[src/rtl/seq_pattern_tx_pkg.sv]
// Shared definitions for the serial pattern transmitter and the run-of-ones tracker.
// Detector benches reuse these through the tracker.
package seq_pattern_tx_pkg;

    typedef enum logic [1:0] {
        ST_IDLE = 2'b00,
        ST_SEND = 2'b01,
        ST_GAP  = 2'b10
    } state_t;

    localparam int               RUN_W   = 3;
    localparam logic [RUN_W-1:0] RUN_MAX = 3'd7;

endpackage

[src/rtl/seq_pattern_tx_ones_run.sv]
// Saturating count of consecutive 1s on a valid-qualified serial stream.
// The count includes the current bit; any invalid or zero bit breaks the run.
module ones_run_tracker
    import seq_pattern_tx_pkg::*;
(
    input  logic             clk,
    input  logic             rstn,
    input  logic             x_valid,
    input  logic             x_out,
    output logic [RUN_W-1:0] ones_run
);

    logic [RUN_W-1:0] run_prev;

    // NOTE: assign a default before any branch so always_comb never infers a latch.
    always_comb begin
        ones_run = '0;
        if (x_valid && x_out) begin
            ones_run = (run_prev == RUN_MAX) ? RUN_MAX : run_prev + RUN_W'(1);
        end
    end

    always_ff @(posedge clk or negedge rstn) begin
        if (!rstn) begin
            run_prev <= '0;
        end else begin
            run_prev <= ones_run;
        end
    end

endmodule

[src/rtl/seq_pattern_tx.sv]
// Shifts a captured word out MSB-first, repeated reps times with GAP idle
// cycles between repetitions, and reports the running count of 1s.
module seq_pattern_tx
    import seq_pattern_tx_pkg::*;
#(
    parameter int WIDTH = 8,
    parameter int GAP   = 2,
    parameter int CNTW  = 4
) (
    input  logic             clk,
    input  logic             rstn,
    input  logic             start,
    input  logic             abort,
    input  logic [WIDTH-1:0] data,
    input  logic [CNTW-1:0]  reps,
    output logic             x_out,
    output logic             x_valid,
    output logic             busy,
    output logic             done,
    output logic [RUN_W-1:0] ones_run
);

    localparam int BIT_W = $clog2(WIDTH);
    localparam int GAP_W = (GAP > 1) ? $clog2(GAP) : 1;

    state_t           state;
    logic [WIDTH-1:0] word;
    logic [WIDTH-1:0] shreg;
    logic [BIT_W-1:0] bitcnt;
    logic [CNTW-1:0]  repleft;
    logic [GAP_W-1:0] gapcnt;
    logic             done_r;

    // NOTE: sequential state uses non-blocking assignments so every register
    // samples the pre-edge values of the others.
    always_ff @(posedge clk or negedge rstn) begin
        if (!rstn) begin
            state   <= ST_IDLE;
            word    <= '0;
            shreg   <= '0;
            bitcnt  <= '0;
            repleft <= '0;
            gapcnt  <= '0;
            done_r  <= 1'b0;
        end else begin
            done_r <= 1'b0;
            case (state)
                ST_IDLE: begin
                    if (start && reps != '0) begin
                        word    <= data;
                        shreg   <= data;
                        repleft <= reps;
                        bitcnt  <= BIT_W'(WIDTH - 1);
                        state   <= ST_SEND;
                    end
                end
                ST_SEND: begin
                    if (abort) begin
                        state <= ST_IDLE;
                    end else begin
                        shreg  <= {shreg[WIDTH-2:0], 1'b0};
                        bitcnt <= bitcnt - BIT_W'(1);
                        if (bitcnt == '0) begin
                            if (repleft == CNTW'(1)) begin
                                state  <= ST_IDLE;
                                done_r <= 1'b1;
                            end else begin
                                repleft <= repleft - CNTW'(1);
                                if (GAP == 0) begin
                                    shreg  <= word;
                                    bitcnt <= BIT_W'(WIDTH - 1);
                                end else begin
                                    gapcnt <= GAP_W'(GAP - 1);
                                    state  <= ST_GAP;
                                end
                            end
                        end
                    end
                end
                ST_GAP: begin
                    if (abort) begin
                        state <= ST_IDLE;
                    end else if (gapcnt == '0) begin
                        shreg  <= word;
                        bitcnt <= BIT_W'(WIDTH - 1);
                        state  <= ST_SEND;
                    end else begin
                        gapcnt <= gapcnt - GAP_W'(1);
                    end
                end
                default: state <= ST_IDLE;
            endcase
        end
    end

    // Outputs decode registered state only; no input reaches them combinationally.
    assign x_valid = (state == ST_SEND);
    assign x_out   = x_valid & shreg[WIDTH-1];
    assign busy    = (state != ST_IDLE);
    assign done    = done_r;

    ones_run_tracker u_run (
        .clk      (clk),
        .rstn     (rstn),
        .x_valid  (x_valid),
        .x_out    (x_out),
        .ones_run (ones_run)
    );

endmodule

[config.mk]
export PLATFORM = sky130hd
export DESIGN_NAME = seq_pattern_tx
export DESIGN_NICKNAME = d
export VERILOG_FILES = /design/src/rtl/seq_pattern_tx_pkg.sv /design/src/rtl/seq_pattern_tx_ones_run.sv /design/src/rtl/seq_pattern_tx.sv
export SDC_FILE = /design/constraint.sdc
export NUM_CORES = 1
export LEC_CHECK = 0
export BUFFER_PORTS_ARGS = -buffer_cell sky130_fd_sc_hd__buf_2
export CELL_PAD_IN_SITES_DETAIL_PLACEMENT = 1
export CELL_PAD_IN_SITES_GLOBAL_PLACEMENT = 1
export CORE_UTILIZATION = 43
export DETAILED_ROUTE_END_ITERATION = 8
export PLACE_DENSITY = 0.84
export SLEW_MARGIN = 20
export SYNTH_ARGS = -nofsm -noshare
export SYNTH_HDL_FRONTEND = slang
export SYNTH_SLANG_ARGS = --single-unit
export TNS_END_PERCENT = 50
[constraint.sdc]
create_clock -name clk -period 2.17 [get_ports clk]
set_input_delay 0.434 -clock clk [delete_from_list [all_inputs] [get_ports clk]]
set_output_delay 0.434 -clock clk [all_outputs]
set_load 0.005 [all_outputs]
# After elaboration in Yosys (flattened, before gate mapping)
# Cells that the tools add are included.
[word_totals]
ff_bits = 30
latchBits = 0
ram_bits = 0
mem_bits_ro = 0
inputBits = 16
out_inout_bits = 7
elab_cells = 73
memories = 0
[classes]
n_addsub = 4
multipliers = 0
div = 0
order_cmp = 0
eq_ne = 12
shift = 0
muxes = 34
bitwise = 1
reduce_logical = 14
[ops]
columns = ["operator", "count"]
rows = [
  ["8-bit 2-to-1 mux", 4],
  ["8-bit one-hot mux with 3 select lines", 1],
  ["3-bit 2-to-1 mux", 6],
  ["4-bit 2-to-1 mux", 4],
  ["5-bit AND reduction", 3],
  ["2-bit 2-to-1 mux", 6],
  ["2-bit inequality test, second input constant", 5],
  ["1-bit 2-to-1 mux", 9],
  ["3-bit one-hot mux with 3 select lines", 1],
  ["4-bit one-hot mux with 2 select lines", 1],
  ["2-bit one-hot mux with 3 select lines", 1],
  ["2-bit nonzero test", 3],
  ["4-bit by 1-bit equality test with 1-bit output, second input constant", 1],
  ["4-bit nonzero test", 1],
  ["4-bit by 1-bit subtractor with 4-bit output, second input constant", 1],
  ["3-bit by 1-bit adder with 3-bit output, second input constant", 1],
  ["3-bit equality test, second input constant", 1],
  ["3-bit zero test", 1],
  ["3-bit by 2-bit inequality test with 1-bit output, second input constant", 1],
  ["3-bit inequality test, second input constant", 1],
  ["3-bit AND reduction", 1],
  ["3-bit nonzero test", 1],
  ["3-bit by 1-bit subtractor with 3-bit output, second input constant", 1],
  ["2-bit by 1-bit equality test with 1-bit output, second input constant", 1],
  ["other kinds (8)", 9],
]

# Logic depth before layout (Yosys ltp)
# Gate-level depths: netlist (run 1).
[depth]
depth_word = 5
mapped_depth = 7
ltp_nobuf = 6

# Cells and area by module
# A second synthesis (run 1) with hierarchy kept.
[hier_totals]
cells_unflattened = 163
hier_area_um2 = 1700.4
[modules_own_cells]
columns = ["module", "n_inst", "cells_each", "area_per_inst_um2", "seq_area_each_um2"]
rows = [
  ["seq_pattern_tx", 1, 152, 1580.3, 675.6],
  ["ones_run_tracker", 1, 11, 120.1, 75.1],
]

# Worst setup path before layout (run 1)
# No wires, ideal clock.
[synth_path]
path_type = "flip-flop to flip-flop"
startpoint = "register state[1]"
endpoint = "register repleft[3]"
setup_ps = 125
arrival_time_ps = 1714
required_time_ps = 2045
path_slack_ps = 331
path_stages_with_launch = 7
path_buffers = 0
synth_period_minus_slack_ps = 1839
path_cell_list = "dfrtp_1 > inv_1 > ha_1 > nor4bb_1 > o22a_1 > a21boi_4 > mux2_4"
[synth_via]
elab_chain_len = 3
word_cells_on_any_way = 9
cone_classes = "eq/ne: 5; mux: 1; reduce/logical: 3"
[synth_rtl]
columns = ["item", "line", "text"]
rows = [
  ["start: declaration", "seq_pattern_tx.sv:26", "state_t state;"],
  ["start signal: assignment", "seq_pattern_tx.sv:38", "state <= ST_IDLE;"],
  ["start signal: assignment", "seq_pattern_tx.sv:54", "state <= ST_SEND;"],
  ["start signal: assignment", "seq_pattern_tx.sv:59", "state <= ST_IDLE;"],
  ["2-bit by 1-bit equality test with 1-bit output *", "-", ""],
  ["via x_valid", "seq_pattern_tx.sv:17", "output logic x_valid,"],
  ["2-bit inequality test (no source line) (tied with other cells)", "-", ""],
  ["5-bit AND reduction (no source line)", "-", ""],
  ["end signal: assignment", "seq_pattern_tx.sv:52", "repleft <= reps;"],
  ["end signal: assignment", "seq_pattern_tx.sv:68", "repleft <= repleft - CNTW'(1);"],
  ["end: declaration", "seq_pattern_tx.sv:30", "logic [CNTW-1:0] repleft;"],
]
# Mark *: on every way through the listed nets, which the timed path passes. The rest lies on a longest branch.
# A chain may end at the register's enable or synchronous reset.

# Worst setup path in the final report (run 1)
[layout_path]
startpoint = "register state[1]"
endpoint = "register repleft[3]"
[layout_via]
elab_chain_len = 3
word_cells_on_any_way = 9
cone_classes = "eq/ne: 5; mux: 1; reduce/logical: 3"
[layout_rtl]
columns = ["item", "line", "text"]
rows = [
  ["2-bit by 1-bit equality test with 1-bit output / 2-bit zero test (equally long branches)", "seq_pattern_tx.sv:47", "case (state)"],
  ["2-bit inequality test (no source line) (tied with other cells)", "-", ""],
  ["5-bit AND reduction (no source line)", "-", ""],
]
# Several ways; a longest one is shown, not always the timed one.

==> results of run 1 <==
registers in the layout, summed over array words and instances (netlist names):
register / cells
shreg: 8
word: 8
repleft: 4
bitcnt: 3
u_run.run_prev: 3
state: 2
done: 1
gapcnt: 1
worst reg2reg max path, stage by stage, from the launching register on:
cell and delay (ns):
dfrtp_1 0.41, inv_1 0.13, ha_1 0.29, nor4bb_4 0.28, o22a_1 0.25, a21boi_4 0.25, mux2_4 0.31
cells by family after synthesis:
group / count (synthesis) / share of synthesized area (%)
multiplexers: 13 / 9.070
flip-flops: 30 / 46.91
adder cells (fa/ha/maj): 10 / 7.819
buffers and inverters: 17 / 4.144
AO/OA/AOI/OAI: 47 / 18.37
XOR/XNOR: 1 / 0.5474
AND/OR/NAND/NOR: 45 / 13.14
metal layers:
| metal | share of wire, % | up-vias | track usage [%] |
|---|---|---|---|
| li1 | - | 621 | - |
| met1 | 43 | 642 | 26.85 |
| met2 | 52 | 27 | 38.31 |
| met3 | 2.8 | 9 | 4.745 |
| met4 | 2.4 | 0 | 10.76 |
| met5 | 0 | - | 0 |
area by class of cell:
type / count / area [sq um]
clock inverters: 1 / 5.005
multi-input cells: 116 / 800.8
repair buffers: 26 / 152.6
flip-flops and latches: 30 / 750.7
clock buffers: 7 / 86.33
fillers: 411 / 1548
well taps: 46 / 57.56
inverters: 11 / 41.29
worst paths after layout:
check	cells past startpoint	slack [ns]	from	to
worst max-delay path	6	0.14	state[1]	repleft[3]
worst min-delay path	1	0.19	rstn	state[0]
worst max register to register	6	0.14	state[1]	repleft[3]
worst min register to register	1	0.47	u_run.run_prev[0]	u_run.run_prev[0]
max in group asynchronous	1	1.53	rstn	word[3]
min in group clk	2	0.40	data[0]	word[0]
cell usage in the layout, fill, tap and decap left out, drive strengths merged:
master / count
nor2: 9
a221o: 1
ha: 10
nor3: 1
mux2: 9
a22oi: 8
nor2b: 5
o21ai: 20
o41a: 1
a21oi: 11
and2: 1
a31oi: 1
nand3: 2
xnor2: 1
nand2b: 1
dfrtp: 30
o22a: 2
o221ai: 1
clkinv: 1
inv: 11
buf: 26
nor4bb: 1
clkbuf: 7
nand2: 22
or4b: 1
mux2i: 4
nor3b: 2
o22ai: 1
a21boi: 1
Yosys cell counts (4+ instances only):
master    number  area [sq um]
a21oi_1       11         55.05
nand2_1       22         82.58
a22oi_1        8         60.06
mux2i_1        4         40.04
inv_1         11         41.29
dfrtp_1       30         750.7
nor2b_1        5         31.28
nor2_1         9         33.78
o21ai_0       20         100.1
ha_1          10         125.1
clkbuf_1       4         15.01
mux2_2         8         90.09
metrics by stage:
stage	hold slack (ns)	instance area [sq um]	setup WS [ns]	utilization [%]
after floorplan	0.1384	1600	0.3307	-
after global placement	0.4537	1785	0.2625	51.87
after detailed placement	0.4665	1785	0.1138	51.87
after CTS	0.2058	1877	0.09850	54.53
after global routing	0.2426	1894	0.01923	55.03
final	0.1909	1894	0.1362	55.03
repair_timing:
item                       CTS  global route
setup endpoints to repair    0             2
resized for setup            0             3
hold buffers                 0             0
power groups by stage:
| stage | clock network [mW] | logic (mW) | registers, mW |
|---|---|---|---|
| 6_report | 0.465 | 1.56 | 0.994 |
| 2_1_floorplan | 0 | 1.10 | 0.940 |
| 5_1_grt | 0.501 | 1.76 | 1.03 |
| 4_1_cts | 0.479 | 1.55 | 0.985 |
| 3_5_place_dp | 0 | 1.55 | 0.994 |
| 3_3_place_gp | 0 | 1.44 | 0.972 |
==> flow_summary.yaml, run 1 <==
run_status:
  outcome: "completed"
critical_path:
  arrival_ns: 2.20
  critPathRequiredTime_ns: 2.34
  worstSetupStartpointType: "flip-flop"
  crit_path_top_delay_cell: "dfrtp_1"
  path_class: "flip-flop to flip-flop"
  cp_cell_sequence: "inv_1 -> ha_1 -> nor4bb_4 -> o22a_1 -> a21boi_4 -> mux2_4"
  end_kind: "flip-flop"
  cp_max_fo: 7
  critical-path-max-stage-delay_ns: 0.41
  crit_buf_inv: 1
  critPathTopFamily: "compound AO/OA/AOI/OAI gates"
global_routing:
  grt_max_degree: 31
  grt_pass1_wl_mm: 6.762
  antenna_found_initial: 0
  first_global_vias: 1423
  track_usage_pct: 22.55
  gr-total-overflow: 0
flow_run:
  drv_cap: 0
yosys:
  yosysWarnings: 0
  ys_types: 29
  syn_area_sq_um: 1600
  synthesis.instances: 163
  synth_edf_count: 0
  async_flop_share_pct: 100.0
  ys.flop_type: "dfrtp_1"
  synth_nets: 189
  ys_seq_elements: 30
  syn_avg_cell_area_sq_um: 9.818
  synth-seq-area-share_pct: 46.91
floorplanning:
  std_cell_rows: 21
  fp.dieW_um: 63.01
  core-area_sq_um: 3442
  die-area_sq_um: 3970
  initial_core_util_pct: 46.49
  die_y_um: 63.01
  ioPinCount: 23
layout:
  instances_no_fill: 237
  synthToLayoutAreaGrowth_pct: 18.37
  nets: 216
  diodes: 0
  drive_above_1_share_pct: 24.08
timing:
  skew_ns: 0.003054
  rsz0062_at_grt: "false"
  drv_slew: 0
  fin_crit_ns: 2.034
  hold_viol: 0
  tightest_slew_ns: 0.7469
  tns_ns: 0
  clock.fmax_mhz: 491.7
  fin_crit_sh_pct: 93.73
  setup_violations: 0
  slew_headroom_pct: 50.10
pwr:
  clkPwrFrac_pct: 15.4
  power_switching_mw: 1.258
  internal_power_mw: 1.762
  leakage_nw: 0.8954
  ir_drop_v: 0.0006419
  p_seq_share_pct: 32.9
  pwr-share-comb_pct: 51.7
  p_per_area_nw_per_um2: 1594
  total_power_mw: 3.020
  p_sw_share_pct: 41.65
clock_network:
  cts_tree: "done"
  cts_buffer_depth: 2
  clock-sinks: 30
  clock_latency_ns: 0.28
  post_cts_buffers: 0
  clk_pin_slew_ns: 0.06
  cts_buffers: 5
  htree_levels: 2
  cts_root_buf: "clkbuf_8"
drt:
  wl_per_cell_um: 16.70
  vias: 1299
  vias_per_cell: 5.481
  drt_first_pass_iters: 4
  final_antenna_net_count: 0
  first_iter_violations: 61
  drc: 0
  wl_mm: 3.957
placement:
  io_buffers: 22
  hpwlAfterDp_mm: 2.774
  dp_cells: 229
  gp_congestion: 0.7873
hold_path:
  min_path_type: "input pin to asynchronous set/reset pin"
Note: power is estimated with default switching activity, not from simulation.
==> inputs of run 2 (changes only) <==
--- a/config.mk
+++ b/config.mk
@@ -5,12 +5,13 @@
 export SDC_FILE = /design/constraint.sdc
 export NUM_CORES = 1
 export LEC_CHECK = 0
+export ABC_AREA = 1
 export BUFFER_PORTS_ARGS = -buffer_cell sky130_fd_sc_hd__buf_2
 export CELL_PAD_IN_SITES_DETAIL_PLACEMENT = 1
 export CELL_PAD_IN_SITES_GLOBAL_PLACEMENT = 1
-export CORE_UTILIZATION = 43
+export CORE_UTILIZATION = 42
 export DETAILED_ROUTE_END_ITERATION = 8
-export PLACE_DENSITY = 0.84
+export PLACE_DENSITY = 0.85
 export SLEW_MARGIN = 20
 export SYNTH_ARGS = -nofsm -noshare
 export SYNTH_HDL_FRONTEND = slang
==> run 2 against run 1 <==
First-iteration DRC count decreased by 20%. Clock power increased by 53%. Maximum frequency increased by 3.6%. Setup slack improved by 0.071 ns. Critical path depth decreased by 1. Register-to-register slack improved by 0.11 ns. Die area increased by 9.6%. Sequential power decreased by 2.9%. Clock skew increased by 0.0031 ns. Count of clock-buffer cells in the layout decreased by 1. Critical path type is now flip-flop to primary output. Largest cell class unchanged.
==> flow_summary.yaml, run 2 <==
clock_network:
  cts_buffers: 5
  cts_tree: "done"
  clock-sinks: 30
  htree_levels: 2
  clk_pin_slew_ns: 0.07
  hold_buffers: 0
  cts_root_buf: "clkbuf_8"
  clock_latency_ns: 0.29
  cts_buffer_depth: 2
critical_path:
  reg2reg_slack_ns: 0.25
  worstSetupStartpointType: "flip-flop"
  cp_cell_sequence: "inv_1 -> ha_4 -> nand2_1 -> a21oi_1 -> buf_2"
  crit_cells: 5
  r2r_cells: 7
  cp_max_fo: 8
  path_class: "flip-flop to primary output"
  arrival_ns: 1.53
  reg2reg_to: "bitcnt[2]"
  end_kind: "primary output"
  crit_path_top_delay_cell: "dfrtp_1"
  endpoint: "ones_run[1]"
  crit_buf_inv: 2
  crit_start: "state[1]"
  critPathTopFamily: "flip-flops"
  critPathRequiredTime_ns: 1.74
  r2r_start: "state[0]"
  critical-path-max-stage-delay_ns: 0.42
pwr:
  internal_power_mw: 1.788
  clkPwrFrac_pct: 23.2
  leakage_nw: 1.077
  p_per_area_nw_per_um2: 1529
  p_sw_share_pct: 41.64
  ir_drop_v: 0.0006873
  pwr-share-comb_pct: 45.3
  p_seq_share_pct: 31.5
  power_switching_mw: 1.276
  total_power_mw: 3.063
yosys:
  syn_avg_cell_area_sq_um: 7.704
  synth_nets: 249
  syn_area_sq_um: 1718
  synthesis.instances: 223
  synth_edf_count: 0
  synth-seq-area-share_pct: 43.70
  ys_seq_elements: 30
  ys_types: 20
  yosysWarnings: 0
  synth.top_cell.area_share_pct: 43.70
  ys_top_cells_by_count: "67 x nand2_1, 30 x dfrtp_1, 28 x inv_1, 20 x nand3_1, 18 x o21ai_0"
  yosysTopAreaCell: "dfrtp_1"
  ys.flop_type: "dfrtp_1"
  yosysMostFrequentCell: "nand2_1"
  async_flop_share_pct: 100.0
  synthTopCellsByArea: "dfrtp_1 44%, nand2_1 15%, ha_1 7.3%, inv_1 6.1%, nand3_1 5.8%"
floorplanning:
  fp.dieW_um: 65.96
  initial_core_util_pct: 45.22
  ioPinCount: 23
  die_y_um: 65.96
  die-area_sq_um: 4350
  core-area_sq_um: 3799
  std_cell_rows: 22
placement:
  gp_congestion: 0.7807
  dp_cells: 287
  io_buffers: 22
  place_area_sq_um: 1848
  hpwlAfterDp_mm: 2.950
  place_ws_ns: 0.2904
layout:
  synthToLayoutAreaGrowth_pct: 16.61
  drive_above_1_share_pct: 17.00
  mostFrequentLayoutCell: "nand2_1"
  instances_no_fill: 295
  diodes: 0
  most-common-layout-cells: "67 x nand2_1, 30 x dfrtp_1, 28 x inv_1, 22 x buf_2, 20 x nand3_1"
  finish.utilization_pct: 52.73
  reg_top3: "shreg: 8 flops, word: 8 flops, repleft: 4 flops"
  finalInstanceArea_sq_um: 2003
  nets: 272
timing:
  drv_slew: 0
  tns_ns: 0
  slew_headroom_pct: 56.62
  setup_violations: 0
  clock.fmax_mhz: 509.5
  hold_viol: 0
  hold_ws_ns: 0.1662
  fin_crit_ns: 1.963
  skew_ns: 0.006165
  tightest_slew_ns: 0.6507
  rsz0062_at_grt: "false"
  finalWorstSetupSlack_ns: 0.2074
  fin_crit_sh_pct: 90.44
drt:
  wl_per_cell_um: 13.42
  drt_first_pass_iters: 4
  final_antenna_net_count: 0
  wl_mm: 3.958
  first_iter_violations: 49
  vias_per_cell: 4.963
  drc: 0
  vias: 1464
global_routing:
  gr-total-overflow: 0
  track_usage_pct: 21.24
  grt_pass1_wl_mm: 6.872
  first_global_vias: 1521
  grt_max_degree: 31
  antenna_found_initial: 0
flow_run:
  drv_cap: 0
run_status:
  outcome: "completed"
hold_path:
  min_path_type: "input pin to asynchronous set/reset pin"
## run 2: cell types whose count changed in the layout (fill, tap and decap cells not counted), sizes merged, moves of 4 or more
cell	change
nand2	+46
nand3	+18
inv	+17
mux2	-9
a22oi	-8
nor2	+6
a21oi	+5
nor2b	-5
o21ai	+5
buf	-4
mux2i	-4
## run 2: worst register-to-register path, stage by stage, from the launching register on
cell and delay, ns:
dfrtp_1 0.46, inv_1 0.11, ha_1 0.33, or2_4 0.31, a21oi_4 0.19, nand2_4 0.19, nand2_1 0.12, o21ai_0 0.10
## run 2: how the worst min path moves through the flow
stage,from,endpoint,depth (start not counted)
finish,rstn,repleft[1],1
global route,rstn,repleft[0],1
CTS,rstn,repleft[0],1
detailed placement,u_run.run_prev[0],u_run.run_prev[0],1
global placement,bitcnt[1],bitcnt[1],2
floorplan,rstn,bitcnt[0],0
## run 2: layer usage
layer  vias to the layer above  wire [um]  global-route usage (%)
met1                       693       1941                   26.73
li1                        751          -                       -
met2                        15       1863                   34.95
met3                         5        100                   6.207
met4                         0         53                   6.383
met5                         -          0                       0
## run 2: layout make-up
type / instances / area [sq um]
Timing Repair Buffer: 22 / 110.1
Sequential cell: 30 / 750.7
Multi-Input combinational cell: 159 / 834.6
Inverter: 28 / 105.1
Tap cell: 48 / 60.06
Clock inverter: 2 / 60.06
Fill cell: 485 / 1795
Clock buffer: 6 / 82.58
## run 2: power by group through the flow
stage,registers [mW],logic (mW),clock network (mW)
final,0.965,1.39,0.710
after global routing,0.997,1.59,0.749
after CTS,0.960,1.39,0.726
after detailed placement,0.965,1.38,0
after global placement,0.956,1.31,0
after floorplan,0.921,1.09,0
## run 2: logic make-up after synthesis
logic type                 count (synthesis)  synth area share (%)
xor gates and xnor gates                   1                0.5099
DFF                                       30                 43.70
and+or+nand+nor                          107                 25.93
adders and majority gates                 10                 7.283
AOI/OAI and AO/OA                         41                 14.13
buffers and inverters                     34                 8.448
## run 2: repair_timing
action / in CTS / in global routing
setup endpoints to repair: 2 / 1
gates resized for setup: 1 / 1
buffers inserted: 0 / 0
